### config.mk
export PLATFORM = sky130hd
export DESIGN_NAME = hack_fetch_unit
export DESIGN_NICKNAME = d
export VERILOG_FILES = /design/src/rtl/hack_fetch_unit.sv
export SDC_FILE = /design/constraint.sdc
export NUM_CORES = 1
export LEC_CHECK = 0
export CORE_MARGIN = 4
export CORE_UTILIZATION = 54
export CTS_BUF_LIST = sky130_fd_sc_hd__clkbuf_8
export CTS_CLUSTER_DIAMETER = 50
export CTS_CLUSTER_SIZE = 30
export DETAILED_ROUTE_END_ITERATION = 10
export PLACE_DENSITY = 0.9
export SYNTH_ARGS = -nofsm -noshare
export SYNTH_HDL_FRONTEND = slang
export SYNTH_SLANG_ARGS = --single-unit
### constraint.sdc
create_clock -name clk -period 3.2 [get_ports clk]
set_clock_uncertainty 0.05 [all_clocks]
set_input_delay 0.48 -clock clk [delete_from_list [all_inputs] [get_ports clk]]
set_output_delay 0.48 -clock clk [all_outputs]
set_load 0.01 [all_outputs]
### src/rtl/hack_fetch_unit.sv
// Hack CPU fetch stage: PC, single-outstanding ROM reads, prefetch FIFO.
// Optional perf counters are enabled by defining HACK_FETCH_PERF_EN.
module hack_fetch_unit #(
  parameter int ADDR_W = 15,
  parameter int DEPTH = 2,
  parameter logic [ADDR_W-1:0] RESET_PC = '0
) (
  input  logic              clk,
  input  logic              reset_n,
  output logic              rom_req,
  output logic [ADDR_W-1:0] rom_addr,
  input  logic              rom_valid,
  input  logic [15:0]       rom_data,
  output logic [15:0]       instruction,
  output logic              instr_valid,
  output logic [ADDR_W-1:0] instr_pc,
  input  logic              instr_ready,
  input  logic              loadPC,
  input  logic [ADDR_W-1:0] addressI
`ifdef HACK_FETCH_PERF_EN
  ,
  output logic [15:0]       redirect_count,
  output logic [15:0]       bubble_count
`endif
);

  localparam int PW = $clog2(DEPTH);
  localparam int CW = PW + 1;

  typedef enum logic [1:0] {
    IDLE,
    WAIT,
    DROP
  } state_t;

  typedef struct packed {
    logic [ADDR_W-1:0] pc;
    logic [15:0]       word;
  } entry_t;

  entry_t            mem [DEPTH];
  logic [PW-1:0]     rd_ptr;
  logic [PW-1:0]     wr_ptr;
  logic [CW-1:0]     count;
  logic [CW-1:0]     count_nxt;
  logic [ADDR_W-1:0] fetch_pc;
  logic [ADDR_W-1:0] req_pc;
  state_t            state;
  state_t            state_nxt;
  logic              redirect;
  logic              pop;
  logic              push;
  logic              resp;
  logic              issue;

  assign instr_valid = (count != '0);
  assign instruction = mem[rd_ptr].word;
  assign instr_pc    = mem[rd_ptr].pc;
  assign rom_req     = issue;
  assign rom_addr    = fetch_pc;

  // Handshake decode, issue decision and next state.
  always_comb begin
    redirect  = instr_valid && instr_ready && loadPC;
    pop       = instr_valid && instr_ready && !loadPC;
    resp      = (state == WAIT) && rom_valid;
    push      = resp && !redirect;
    count_nxt = count + CW'(push) - CW'(pop);
    issue     = reset_n && !redirect &&
                ((state == IDLE) || resp) &&
                (count_nxt < CW'(DEPTH));
    state_nxt = state;
    if (redirect) begin
      // A request still in flight becomes stale.
      if ((state != IDLE) && !rom_valid)
        state_nxt = DROP;
      else
        state_nxt = IDLE;
    end else begin
      unique case (state)
        IDLE: state_nxt = issue ? WAIT : IDLE;
        WAIT: if (rom_valid)
                state_nxt = issue ? WAIT : IDLE;
        DROP: if (rom_valid)
                state_nxt = IDLE;
        default: state_nxt = IDLE;
      endcase
    end
  end

  // Fetch state register.
  always_ff @(posedge clk or negedge reset_n) begin
    if (!reset_n)
      state <= IDLE;
    else
      state <= state_nxt;
  end

  // Program counter and address of the outstanding request.
  always_ff @(posedge clk or negedge reset_n) begin
    if (!reset_n) begin
      fetch_pc <= RESET_PC;
      req_pc   <= '0;
    end else if (redirect) begin
      fetch_pc <= addressI;
    end else if (issue) begin
      req_pc   <= fetch_pc;
      fetch_pc <= fetch_pc + ADDR_W'(1);
    end
  end

  // Prefetch FIFO; a redirect flushes it, head included.
  always_ff @(posedge clk or negedge reset_n) begin
    if (!reset_n) begin
      rd_ptr <= '0;
      wr_ptr <= '0;
      count  <= '0;
      for (int i = 0; i < DEPTH; i++)
        mem[i] <= '0;
    end else if (redirect) begin
      rd_ptr <= '0;
      wr_ptr <= '0;
      count  <= '0;
    end else begin
      if (push) begin
        mem[wr_ptr] <= '{pc: req_pc, word: rom_data};
        wr_ptr      <= wr_ptr + PW'(1);
      end
      if (pop)
        rd_ptr <= rd_ptr + PW'(1);
      count <= count_nxt;
    end
  end

`ifdef HACK_FETCH_PERF_EN
  // Saturating redirect and bubble counters.
  always_ff @(posedge clk or negedge reset_n) begin
    if (!reset_n) begin
      redirect_count <= '0;
      bubble_count   <= '0;
    end else begin
      if (redirect && (redirect_count != 16'hFFFF))
        redirect_count <= redirect_count + 16'd1;
      if (instr_ready && !instr_valid &&
          (bubble_count != 16'hFFFF))
        bubble_count <= bubble_count + 16'd1;
    end
  end
`endif

endmodule

* Yosys cells after proc, flatten, opt, wreduce, memory -nomap -nowiden
Index checks and enable logic that the tools add are counted.
Operators by class: muxes and demuxes 19, $add $sub $neg 5, bitwise gates (word level) 3, reductions and logical operators 23, eq/ne operators 4, magnitude comparators 4
Operators with widths (number):
- 31-bit two-way mux | 4
- 62-bit bitwise mux | 1
- 31-bit demux with 1-bit select | 1
- 15-bit two-way mux | 2
- 15-bit by 1-bit adder with 15-bit output, second input constant | 1
- 1-bit logical AND | 10
- 2-bit two-way mux | 5
- 2-bit nonzero test | 5
- 3-bit inequality test, second input constant | 2
- 2-bit one-hot mux with 3 select lines | 1
- 2-bit AND reduction | 3
- 1-bit two-way mux | 5
- 2-bit greater-or-equal comparator, second input constant | 2
- 1-bit NOT with 2-bit output | 2
- 1-bit zero test | 3
- 1-bit adder, second input constant | 2
- 2-bit by 1-bit adder with 2-bit output | 1
- 2-bit by 1-bit == test with 1-bit output, second input constant | 1
- 2-bit == test, second input constant | 1
- 2-bit zero test | 1
- 2-bit by 1-bit less-than comparator with 1-bit output, second input constant | 1
- 2-bit less-than comparator, second input constant | 1
- 2-bit by 1-bit subtractor with 2-bit output | 1
- 1-bit logical OR | 1
- 1-bit NOT | 1
Word-level totals: flip-flop bits (word level) 98

* Longest topological paths before layout
Gate-level depths: netlist of run 1.
depth in word-level cells 13, depth in mapped cells 11

* Least setup slack after synthesis of run 1
OpenSTA, ideal clock, no wires.
path kind register to output, start register count[1], end output port rom_req, data arrival time 2233 ps, cell stages (with the launch flop) 10, required time 2670 ps, path slack 437 ps, cells stage by stage dfrtp_1 -> o211ai_1 -> nand2b_1 -> ha_1 -> inv_1 -> ha_1 -> xnor3_1 -> nand4_1 -> buf_2 -> inv_1
On the way: cells in the longest elaborated chain, start to end 9, elaborated cells on any way between the ends 12, those cells by class 2 x add/sub; 1 x order compare; 9 x reduce/logical
Ends and longest elaborated chain:
- start: declaration | line 44 | logic [CW-1:0] count;
- start signal: assignment | line 131 | count <= count_nxt;
- 2-bit nonzero test | line 56 | assign instr_valid = (count != '0);
- 1-bit logical AND | line 64, 65
- 1-bit logical AND | line 64 | redirect = instr_valid && instr_ready && loadPC;
- 1-bit zero test | line 67, 69
- 1-bit logical AND | line 67 | push = resp && !redirect;
- 2-bit by 1-bit adder with 2-bit output | line 68 | count_nxt = count + CW'(push) - CW'(pop);
- 2-bit by 1-bit subtractor with 2-bit output | line 68
- 2-bit less-than comparator | line 71 | (count_nxt < CW'(DEPTH));
- 1-bit logical AND * | line 70 | ((state == IDLE) || resp) &&
- end: declaration | line 10 | output logic rom_req,
Mark *: on every way between the ends. The rest lies on a longest branch, timed or not.

* Worst setup path after layout of run 1
start input port rom_valid, end output port rom_req
On the way: cells in the longest elaborated chain, start to end 6, elaborated cells on any way between the ends 8, those cells by class 2 x add/sub; 1 x order compare; 5 x reduce/logical
Ends and longest elaborated chain:
- start: declaration | line 12 | input logic rom_valid,
- 1-bit logical AND * | line 66 | resp = (state == WAIT) && rom_valid;
- 1-bit logical AND | line 67
- 2-bit by 1-bit adder with 2-bit output | line 68
- 2-bit by 1-bit subtractor with 2-bit output | line 68
- 2-bit less-than comparator | line 71
- 1-bit logical AND * | line 70
Marked as above.

==> results of run 1 <==
## sequential cells by signal (all words and copies together), names as in the netlist
register	cells
wr_ptr	1
req_pc	15
rom_addr	15
state	2
count	2
rd_ptr	1
mem	62
## layer usage
metal / vias up / wire (um) / track usage (%)
met5: - / 0 / 0
met3: 9 / 463 / 4.38
met1: 1510 / 4110 / 27.4
li1: 1365 / - / -
met2: 76 / 4910 / 33.8
met4: 0 / 133 / 6.41
## kinds of logic (layout without fill, tap and decap cells)
group / count (synthesis) / in the layout
buffers and inverters: 21 / 116
adders and majority gates: 3 / 3
AOI/OAI and AO/OA: 27 / 27
and+or+nand+nor: 60 / 60
xor gates and xnor gates: 5 / 5
muxes: 111 / 111
DFF: 98 / 98
## worst register-to-register path, stage by stage, from the launching register on
cell	delay, ns
dfrtp_1	0.44
o211ai_1	0.35
nand2b_4	0.08
ha_1	0.27
inv_1	0.04
ha_1	0.18
xnor3_1	0.27
buf_4	0.15
nand4_1	0.07
buf_4	0.20
or4_1	0.44
a31oi_1	0.22
## final timing paths
kind / cells after the start / end / slack, ns
min in group clk: 1 / state[0]$_DFFE_PN0P_ / 0.46
max in group asynchronous: 3 / mem[12]$_DFFE_PN0P_ / 1.87
worst max-delay path: 10 / rom_req / 0.16
worst min-delay path: 2 / mem[53]$_DFFE_PN0P_ / 0.10
worst max register to register: 11 / rom_addr[12]$_DFFE_PN0P_ / 0.36
worst min register to register: 1 / state[0]$_DFFE_PN0P_ / 0.46
## per-stage QoR
step / area [um2] / hold WS, ns / worst slack, ns
global placement: 5500 / 0.427 / -0.0944
detailed placement: 5500 / 0.428 / -0.197
floorplan: 4560 / 0.134 / 0.437
CTS: 5710 / 0.121 / 0.0299
finish: 5720 / 0.103 / 0.164
global route: 5720 / 0.142 / 0.103
## synth_stat cells, drive strengths merged (3+ instances only)
cell	n	share of area [%]
o31ai	7	1.2
or3	3	0.41
mux2	109	29
and3	3	0.52
clkbuf	5	0.41
nand2	11	0.91
buf	12	2.5
dfrtp	98	54
ha	3	0.82
o21ai	7	0.77
nor2	15	1.2
nand4	5	0.69
nand3	6	0.66
or4	8	1.3
a31oi	10	1.4
xor2	4	0.77
inv	4	0.33
## where the power goes
group | switching [mW] | internal (mW) | leakage (nW)
logic | 1.04 | 1.75 | 1.21
clock network | 0.449 | 0.392 | 0.101
registers | 0.468 | 1.85 | 1.16
## area by class of cell
class / instances / area [um2]
clock buffers: 10 / 138
clock inverters: 6 / 73.8
repair buffers: 96 / 933
inverters: 4 / 15.0
fillers: 570 / 2500
well taps: 105 / 131
multi-input cells: 206 / 1970
flip-flops and latches: 98 / 2450
## repair_timing
action,in CTS,in global routing
hold buffers,0,0
endpoints found under the setup margin,1,1
pin swaps,0,0
resized for setup,1,3
==> out/metrics.yaml, run 1 <==
tns_ns: 0
cp_top_family: "buffers and inverters"
fmax_ghz: 0.329
postLayoutCoreUtil_pct: 69.6
setup.worst_path.class: "primary input to output port"
synth_nets: 364
nets: 454
start_util_pct: 55.5
peakVddDrop_uv: 660
start_kind: "primary input"
path_cells: "clkdlybuf4s50_1 -> nand3b_1 -> nand2b_4 -> ha_1 -> inv_1 -> ha_1 -> xnor3_1 -> nand4_1 -> inv_1 -> clkbuf_2"
worstHoldPathType: "primary input to async pin"
end_kind: "output port"
syn_avg_cell_area_um2: 14.0
rsz0062_at_grt: "false"
slowest_stage: "clkdlybuf4s50_1"
synthFlopType: "dfrtp_1"
p_leak_nw: 2.48
rows: 33
synth-simple-area-share_pct: 7.22
ys_ff_latch: 98
htree_levels: 3
n_antenna_cell: 0
hold_viol_final: 0
firstDrtPassIters: 4
critPathRequiredTime_ns: 2.67
die_y_um: 99.9
synth_top_family_by_area: "multiplexers"
numCtsBuffers: 9
vias: 2960
arrival_ns: 2.51
dieWidth_um: 99.9
cts_tree: "yes"
reg2reg_from: "count[1]$_DFF_PN0_"
die_area_mm2: 0.00997
fin_cells: 525
grt_pass1_vias: 3126
drt_iter0_drc: 159
place.gp.congestion: 0.839
worstSetupStartpoint: "rom_valid"
postSynthCellCount: 325
critical_path_peak_fanout: 3
layout_commonest_cell: "dfrtp_1"
core-area_mm2: 0.00822
postCtsSetupBuffers: 0
numClockSinks: 98
synth_compound_area_share_pct: 3.79
cts.path.max_buffers: 2
grt_max_degree: 60
port_buffers: 83
synth_warnings: 0
cp_num_buf_inv: 4
drc_errors: 0
area_delta_synth_final_pct: 25.4
async_flop_share_pct: 100
synthesis.area_mm2: 0.00456
setup_viol: 0
dp_cells: 509
min_period_over_period_pct: 94.9
track_usage_pct: 20.5
status: "finished, final reports clean"
slew_violations: 0
tightest_slew_ns: 0.722
yosysSeqAreaShare_pct: 53.8
pin_count: 84
muxShareOfSynthArea_pct: 29.8
max_cap_viol_count: 0
drive_above_1_share_pct: 34.5
power_density_mw_per_mm2: 1040
grt_remaining_overflow: 0
max_stage_delay_ns: 0.50
dpl.hpwl_mm: 6.70
synth_edf_count: 0
grt_pass1_wl_mm: 16.0
relSlewSlack_pct: 51.9
drt-total-wl_mm: 9.61
drt-vias-per-instance: 5.64
ys_types: 33
clk_latency_ns: 0.37
synthXorXnorAreaFrac_pct: 1.26
path_clk_slew_ns: 0.11
period_minus_slack_ns: 3.04
final_cell_mix: "dfrtp_1, clkdlybuf4s50_1, mux2_2"
synthAdderAreaFrac_pct: 0.824
clock-root-buffer: "clkbuf_8"
antenna_found_initial: 0
wire_per_inst_um: 18.3
antenna_left: 0
finalPower_mw: 5.95
(Power assumes the default switching activity.)
==> inputs of run 2 (changes only) <==
--- a/config.mk
+++ b/config.mk
@@ -6,11 +6,13 @@
 export NUM_CORES = 1
 export LEC_CHECK = 0
 export CORE_MARGIN = 4
-export CORE_UTILIZATION = 54
+export CORE_UTILIZATION = 66
 export CTS_BUF_LIST = sky130_fd_sc_hd__clkbuf_8
 export CTS_CLUSTER_DIAMETER = 50
 export CTS_CLUSTER_SIZE = 30
 export DETAILED_ROUTE_END_ITERATION = 10
+export DONT_BUFFER_PORTS = 1
+export GPL_TIMING_DRIVEN = 0
 export PLACE_DENSITY = 0.9
 export SYNTH_ARGS = -nofsm -noshare
 export SYNTH_HDL_FRONTEND = slang
==> run 2 against run 1 <==
  * The run now ends with hold timing left
  * Clock power grew 6.5%
  * Total power decreased by 12%
  * Utilization is 3.4 points higher
  * Design area is 14% lower
  * Via count decreased by 7.8%
  * Setup slack got worse by 0.019 ns
  * Largest cell class unchanged
==> out/metrics.yaml, run 2 (synthesis gave the netlist of run 1 again) <==
dpl.hpwl_mm: 6.06  # -9.5%
track_usage_pct: 23.1  # +2.5 points
firstDrtPassIters: 4  # unchanged
cts.path.max_buffers: 2  # unchanged
hold_viol_final: 29  # +29
max_stage_delay_ns: 0.42  # -0.08 ns
cp_num_buf_inv: 3  # -1
grt_pass1_wl_mm: 15.1  # -5.9%
place.gp.congestion: 0.855  # +2.0%
vias: 2729  # -7.8%
dieWidth_um: 91.1  # -8.8%
antenna_left: 0  # unchanged
fin_cells: 424  # -19%
die_area_mm2: 0.00830  # -17%
min_period_over_period_pct: 95.4  # +0.59 points
num-fill-cells: 441  # -23%
cts_tree: "yes"
critPathRequiredTime_ns: 2.67  # about the same
max_cap_viol_count: 0  # unchanged
largest_reg_flops: 62  # unchanged
die_y_um: 91.1  # -8.8%
fin_hold_ws_ns: -0.0342  # -0.138 ns
start_kind: "register"
regMostFlops: "mem"
cp_top_family: "simple AND/OR/NAND/NOR gates"
pin_count: 84  # unchanged
final_cell_mix: "dfrtp_1, mux2_2, mux2_4"
rows: 30  # -9.1%
antenna_found_initial: 0  # unchanged
fmax_ghz: 0.327  # -0.61%
period_minus_slack_ns: 3.05  # +0.0188 ns
critical_path_peak_fanout: 10  # +7
setup.worst_path.class: "register to output port"
tns_ns: 0  # unchanged
path_cells: "or2_4 -> nand2_1 -> nor2_1 -> ha_1 -> inv_1 -> ha_1 -> xnor3_2 -> nand4_1 -> clkbuf_4 -> inv_1"
relSlewSlack_pct: 61.2  # +9.3 points
n_antenna_cell: 0  # unchanged
wire_per_inst_um: 21.5  # +17%
multi_input_area_mm2: 0.00196  # -0.70%
port_buffers: 0  # -100%
finalPower_mw: 5.27  # -12%
finalWorstSetupSlack_ns: 0.146  # -0.0188 ns
power_density_mw_per_mm2: 1070  # +2.6%
grt_max_degree: 99  # +65%
clk_latency_ns: 0.36  # about the same
p_leak_nw: 2.19  # -12%
drc_errors: 0  # unchanged
worstHoldPathType: "primary input to async pin"
peakVddDrop_uv: 664  # +0.48%
status: "finished with violations"
r2r_slack_ns: 0.36  # about the same
slowest_stage: "dfrtp_1"
numCtsBuffers: 9  # unchanged
final-seq-area_mm2: 0.00245  # unchanged
numClockSinks: 98  # unchanged
grt_pass1_vias: 2895  # -7.4%
drt_iter0_drc: 105  # -34%
area_delta_synth_final_pct: 8.15
layout_commonest_cell: "dfrtp_1"
dp_slack_ns: 0.0227  # +0.219 ns
drive_above_1_share_pct: 40.7  # +6.2 points
core-area_mm2: 0.00676  # -18%
postLayoutCoreUtil_pct: 72.9  # +3.4 points
htree_levels: 3  # unchanged
clock-root-buffer: "clkbuf_8"
slew_violations: 0  # unchanged
drt-vias-per-instance: 6.44  # +14%
arrival_ns: 2.52  # about the same
rsz0062_at_grt: "false"
end_kind: "output port"
setup_viol: 0  # unchanged
drt-total-wl_mm: 9.11  # -5.3%
violations: "hold timing"
start_util_pct: 67.4  # +12 points
nets: 378  # -17%
dp_cells: 405  # -20%
path_clk_slew_ns: 0.09  # -0.02 ns
tightest_slew_ns: 0.583  # -0.139 ns
grt_remaining_overflow: 0  # unchanged
==> run 2: changes by cell type in the layout (fill, tap and decap cells not counted), moves of 3 or more <==
cell and delta:
buf_1 +3, clkdlybuf4s50_1 -81, clkbuf_1 +5, buf_4 -11, buf_2 +3
==> run 2: worst paths after layout <==
kind | startpoint | to | depth (start not counted)
max | count[1]$_DFF_PN0_ | rom_req | 10
min | reset_n | req_pc[2]$_DFFE_PN0P_ | 1
max reg2reg | state[1]$_DFFE_PN0P_ | rom_addr[7]$_DFFE_PN0P_ | 10
min reg2reg | mem[43]$_DFFE_PN0P_ | mem[43]$_DFFE_PN0P_ | 1
max in group asynchronous | reset_n | state[0]$_DFFE_PN0P_ | 1
min in group clk | rom_valid | state[1]$_DFFE_PN0P_ | 1
==> run 2: repair_timing <==
action / in CTS / in global routing
buffers inserted: 2 / 0
hold buffers: 1 / 0
pin swaps: 2 / 0
endpoints found under the setup margin: 1 / 1
endpoints found under the hold margin: 98 / 0
gates resized for setup: 0 / 2
==> run 2: metrics by stage <==
| step | hold slack, ns | cell area [um2] |
|---|---|---|
| CTS | 0.00224 | 4920 |
| global placement | 0.137 | 4660 |
| global route | 0.00752 | 4930 |
| floorplan | 0.134 | 4560 |
| finish | -0.0342 | 4930 |
| detailed placement | 0.137 | 4660 |
==> run 2: worst reg2reg max path: stages, from the launching register on <==
cell      delay (ns)
dfrtp_1         0.42
nand3b_1        0.23
nand2b_1        0.21
ha_1            0.29
inv_1           0.04
ha_1            0.17
xnor3_2         0.29
nand4_1         0.20
clkbuf_1        0.27
or3_1           0.40
a31oi_1         0.18
==> run 2: power breakdown <==
group | internal (mW) | leakage [nW] | switching (mW)
clock network | 0.465 | 0.117 | 0.431
logic | 1.10 | 0.912 | 0.872
registers | 1.85 | 1.16 | 0.547
total | 3.42 | 2.19 | 1.85
==> run 2: final cells by class <==
type                       instances  share of cell area, %
buffer                            17                   2.74
clock buffer                      10                   2.79
tap                               80                   2.03
timing repair buffer               3                  0.863
inverter                           4                  0.305
clock inverter                     6                   1.78
sequential                        98                   49.8
multi-input combinational        206                   39.7
==> run 2: metal layers <==
metal,vias up,track usage [%],share of wire [%]
met3,21,5.14,5.8
met5,-,0,0
met2,93,38.0,49
met4,0,9.92,2.7
li1,1216,-,-
met1,1399,29.4,42
==> inputs of run 3 (changes only) <==
--- a/config.mk
+++ b/config.mk
@@ -5,14 +5,17 @@
 export SDC_FILE = /design/constraint.sdc
 export NUM_CORES = 1
 export LEC_CHECK = 0
+export CELL_PAD_IN_SITES_DETAIL_PLACEMENT = 0
+export CELL_PAD_IN_SITES_GLOBAL_PLACEMENT = 1
 export CORE_MARGIN = 4
-export CORE_UTILIZATION = 66
+export CORE_UTILIZATION = 54
 export CTS_BUF_LIST = sky130_fd_sc_hd__clkbuf_8
 export CTS_CLUSTER_DIAMETER = 50
 export CTS_CLUSTER_SIZE = 30
 export DETAILED_ROUTE_END_ITERATION = 10
 export DONT_BUFFER_PORTS = 1
 export GPL_TIMING_DRIVEN = 0
+export HOLD_SLACK_MARGIN = 0.03
 export PLACE_DENSITY = 0.9
 export SYNTH_ARGS = -nofsm -noshare
 export SYNTH_HDL_FRONTEND = slang
==> run 3 against run 2 <==
  * Global-route usage fell by 4.5 points
  * First-iteration DRC count is 1.9% lower
  * Clock-buffer cell count did not move
  * Critical endpoint unchanged
  * Combinational power barely moved
  * Clock power down 13%
  * The run now ends clean
  * Sequential share of layout area is 0.11 points lower
  * Flip-flop and latch count unchanged
  * Die area rose by 20%
==> out/metrics.yaml, run 3 (synthesis gave the netlist of run 1 again) <==
min_period_over_period_pct: 94.4  # -1.0 points
switchingPower_mw: 1.84  # -0.46%
relSlewSlack_pct: 58.8  # -2.4 points
tightest_slew_ns: 0.618  # +0.0356 ns
cts_tree: "yes"
r2r_slack_ns: 0.38  # +0.02 ns
power_density_mw_per_mm2: 1040  # -3.1%
core-area_mm2: 0.00822  # +22%
clk_latency_ns: 0.36  # about the same
n_antenna_cell: 0  # unchanged
htree_levels: 3  # unchanged
area_delta_synth_final_pct: 8.40
worstHoldEndpoint: "state[1]$_DFFE_PN0P_"
p_leak_nw: 2.18  # -0.55%
path_clk_slew_ns: 0.09  # about the same
antenna_found_initial: 0  # unchanged
hp-start: "rom_valid"
status: "finished, final reports clean"
vias: 2635  # -3.4%
worstHoldPathType: "primary input to register"
critPathRequiredTime_ns: 2.67  # about the same
p_sw_share_pct: 36.0  # +0.88 points
cts.path.max_buffers: 2  # unchanged
stdcell_area_mm2: 0.00494  # +0.23%
peakVddDrop_uv: 455  # -31%
track_usage_pct: 18.6  # -4.5 points
final_cell_mix: "dfrtp_1, mux2_2, mux2_4"
hold_viol_final: 0  # -100%
rsz0062_at_grt: "false"
drc_errors: 0  # unchanged
dieWidth_um: 99.9  # +9.6%
end_kind: "output port"
firstDrtPassIters: 4  # unchanged
grt_remaining_overflow: 0  # unchanged
grt_pass1_wl_mm: 14.5  # -3.5%
port_buffers: 0  # unchanged
drt-total-wl_mm: 8.84  # -3.0%
rows: 33  # +10%
drive_above_1_share_pct: 40.6  # -0.12 points
start_kind: "register"
antenna_left: 0  # unchanged
max_cap_viol_count: 0  # unchanged
pwr-share-seq_pct: 46.4  # +0.9 points
numClockSinks: 98  # unchanged
grt_max_degree: 99  # unchanged
setup.worst_path.class: "register to output port"
reg2reg_from: "count[1]$_DFF_PN0_"
path_cells: "or2_4 -> nand2_1 -> nor2_1 -> ha_1 -> inv_1 -> ha_1 -> xnor3_2 -> nand4_1 -> clkbuf_4 -> inv_1"
arrival_ns: 2.49  # -0.03 ns
max_stage_delay_ns: 0.42  # about the same
slew_violations: 0  # unchanged
dp_slack_ns: 0.0829  # +0.0602 ns
finalWorstSetupSlack_ns: 0.179  # +0.0335 ns
r2r-end: "rom_addr[7]$_DFFE_PN0P_"
wire_per_inst_um: 19.6  # -8.6%
dpl_cell_area_mm2: 0.00469  # +0.67%
grt_pass1_vias: 2760  # -4.7%
nets: 379  # +0.26%
layout_commonest_cell: "dfrtp_1"
intPower_mw: 3.27  # -4.2%
setup_viol: 0  # unchanged
regMostFlops: "mem"
die_area_mm2: 0.00997  # +20%
hold-path-cell-count: 1
pin_count: 84  # unchanged
critical_path_peak_fanout: 10  # unchanged
place.gp.congestion: 0.780  # -8.8%
worstRegToRegCells: 11  # +1
tns_ns: 0  # unchanged
dpl.hpwl_mm: 6.21  # +2.5%
fmax_ghz: 0.331  # +1.1%
clock-root-buffer: "clkbuf_8"
numCtsBuffers: 9  # unchanged
slowest_stage: "dfrtp_1"
power_frac_comb_pct: 38.4  # +0.9 points
drt-vias-per-instance: 5.86  # -9.0%
largest_reg_flops: 62  # unchanged
drt_iter0_drc: 103  # -1.9%
period_minus_slack_ns: 3.02  # -0.0335 ns
start_util_pct: 55.5  # -12 points
pwr-share-clk_pct: 15.2  # -1.8 points
die_y_um: 99.9  # +9.6%
[run 3: changes by cell type in the layout (fill, tap and decap cells not counted)]
cell	previous run	this run
dlygate4sd3_1	0	1
bufinv_16	2	0
inv_8	0	2
clkinv_2	2	0
inv_6	2	1
clkinv_4	0	3
[run 3: final cells by class]
class	instances	area [um2]
Buffer	17	135
Clock buffer	10	138
Clock inverter	6	57.6
Fill cell	650	3280
Inverter	4	15.0
Multi-Input combinational cell	206	1960
Sequential cell	98	2450
Tap cell	105	131
Timing Repair Buffer	4	52.6
[run 3: worst max-delay path, delay by kind of cell (launching register included)]
family	cells	cell delay (ns)
and+or+nand+nor	4	0.60
adders and majority gates	2	0.42
DFF	1	0.42
buffers and inverters	3	0.38
xor gates and xnor gates	1	0.30
[run 3: metrics by stage]
stage / total power, mW / hold WS [ns] / instances / util [%]
finish: 5.12 / 0.126 / 450 / 60.1
global route: 5.45 / 0.105 / 450 / 60.1
CTS: 5.17 / 0.111 / 450 / 60.1
detailed placement: 4.34 / 0.137 / 430 / 57.1
global placement: 4.23 / 0.137 / 430 / 57.1
floorplan: 3.88 / 0.134 / 325 / -
[run 3: repair_timing]
action / in CTS / in global routing
resized for setup: 0 / 2
gates cloned: 0 / 0
hold endpoints to repair: 98 / 0
endpoints found under the setup margin: 1 / 1
buffers inserted: 2 / 0
hold buffers: 2 / 0
pin swaps: 2 / 0
[run 3: metal layers]
metal | part of all wire [%] | up-vias | track usage, %
met5 | 0 | - | 0
met4 | 1.6 | 0 | 7.04
met3 | 4.9 | 11 | 3.82
met2 | 49 | 67 | 29.6
met1 | 45 | 1343 | 25.2
li1 | - | 1214 | -
[run 3: how the worst max path moves through the flow]
stage / from / to / slack (ns) / cells after the start
after floorplan: count[1]$_DFF_PN0_ / rom_req / 0.44 / 9
after global placement: count[1]$_DFF_PN0_ / rom_req / 0.10 / 9
after detailed placement: count[1]$_DFF_PN0_ / rom_req / 0.08 / 9
after CTS: count[1]$_DFF_PN0_ / rom_req / 0.10 / 10
after global routing: count[1]$_DFF_PN0_ / rom_req / 0.03 / 10
final: count[1]$_DFF_PN0_ / rom_req / 0.18 / 10
[run 3: power groups by stage]
stage / combinational, mW / clock [mW] / sequential (mW)
after floorplan: 1.67 / 0 / 2.21
after global placement: 1.88 / 0 / 2.35
after detailed placement: 1.94 / 0 / 2.40
after CTS: 1.99 / 0.798 / 2.38
after global routing: 2.14 / 0.847 / 2.46
final: 1.96 / 0.779 / 2.38
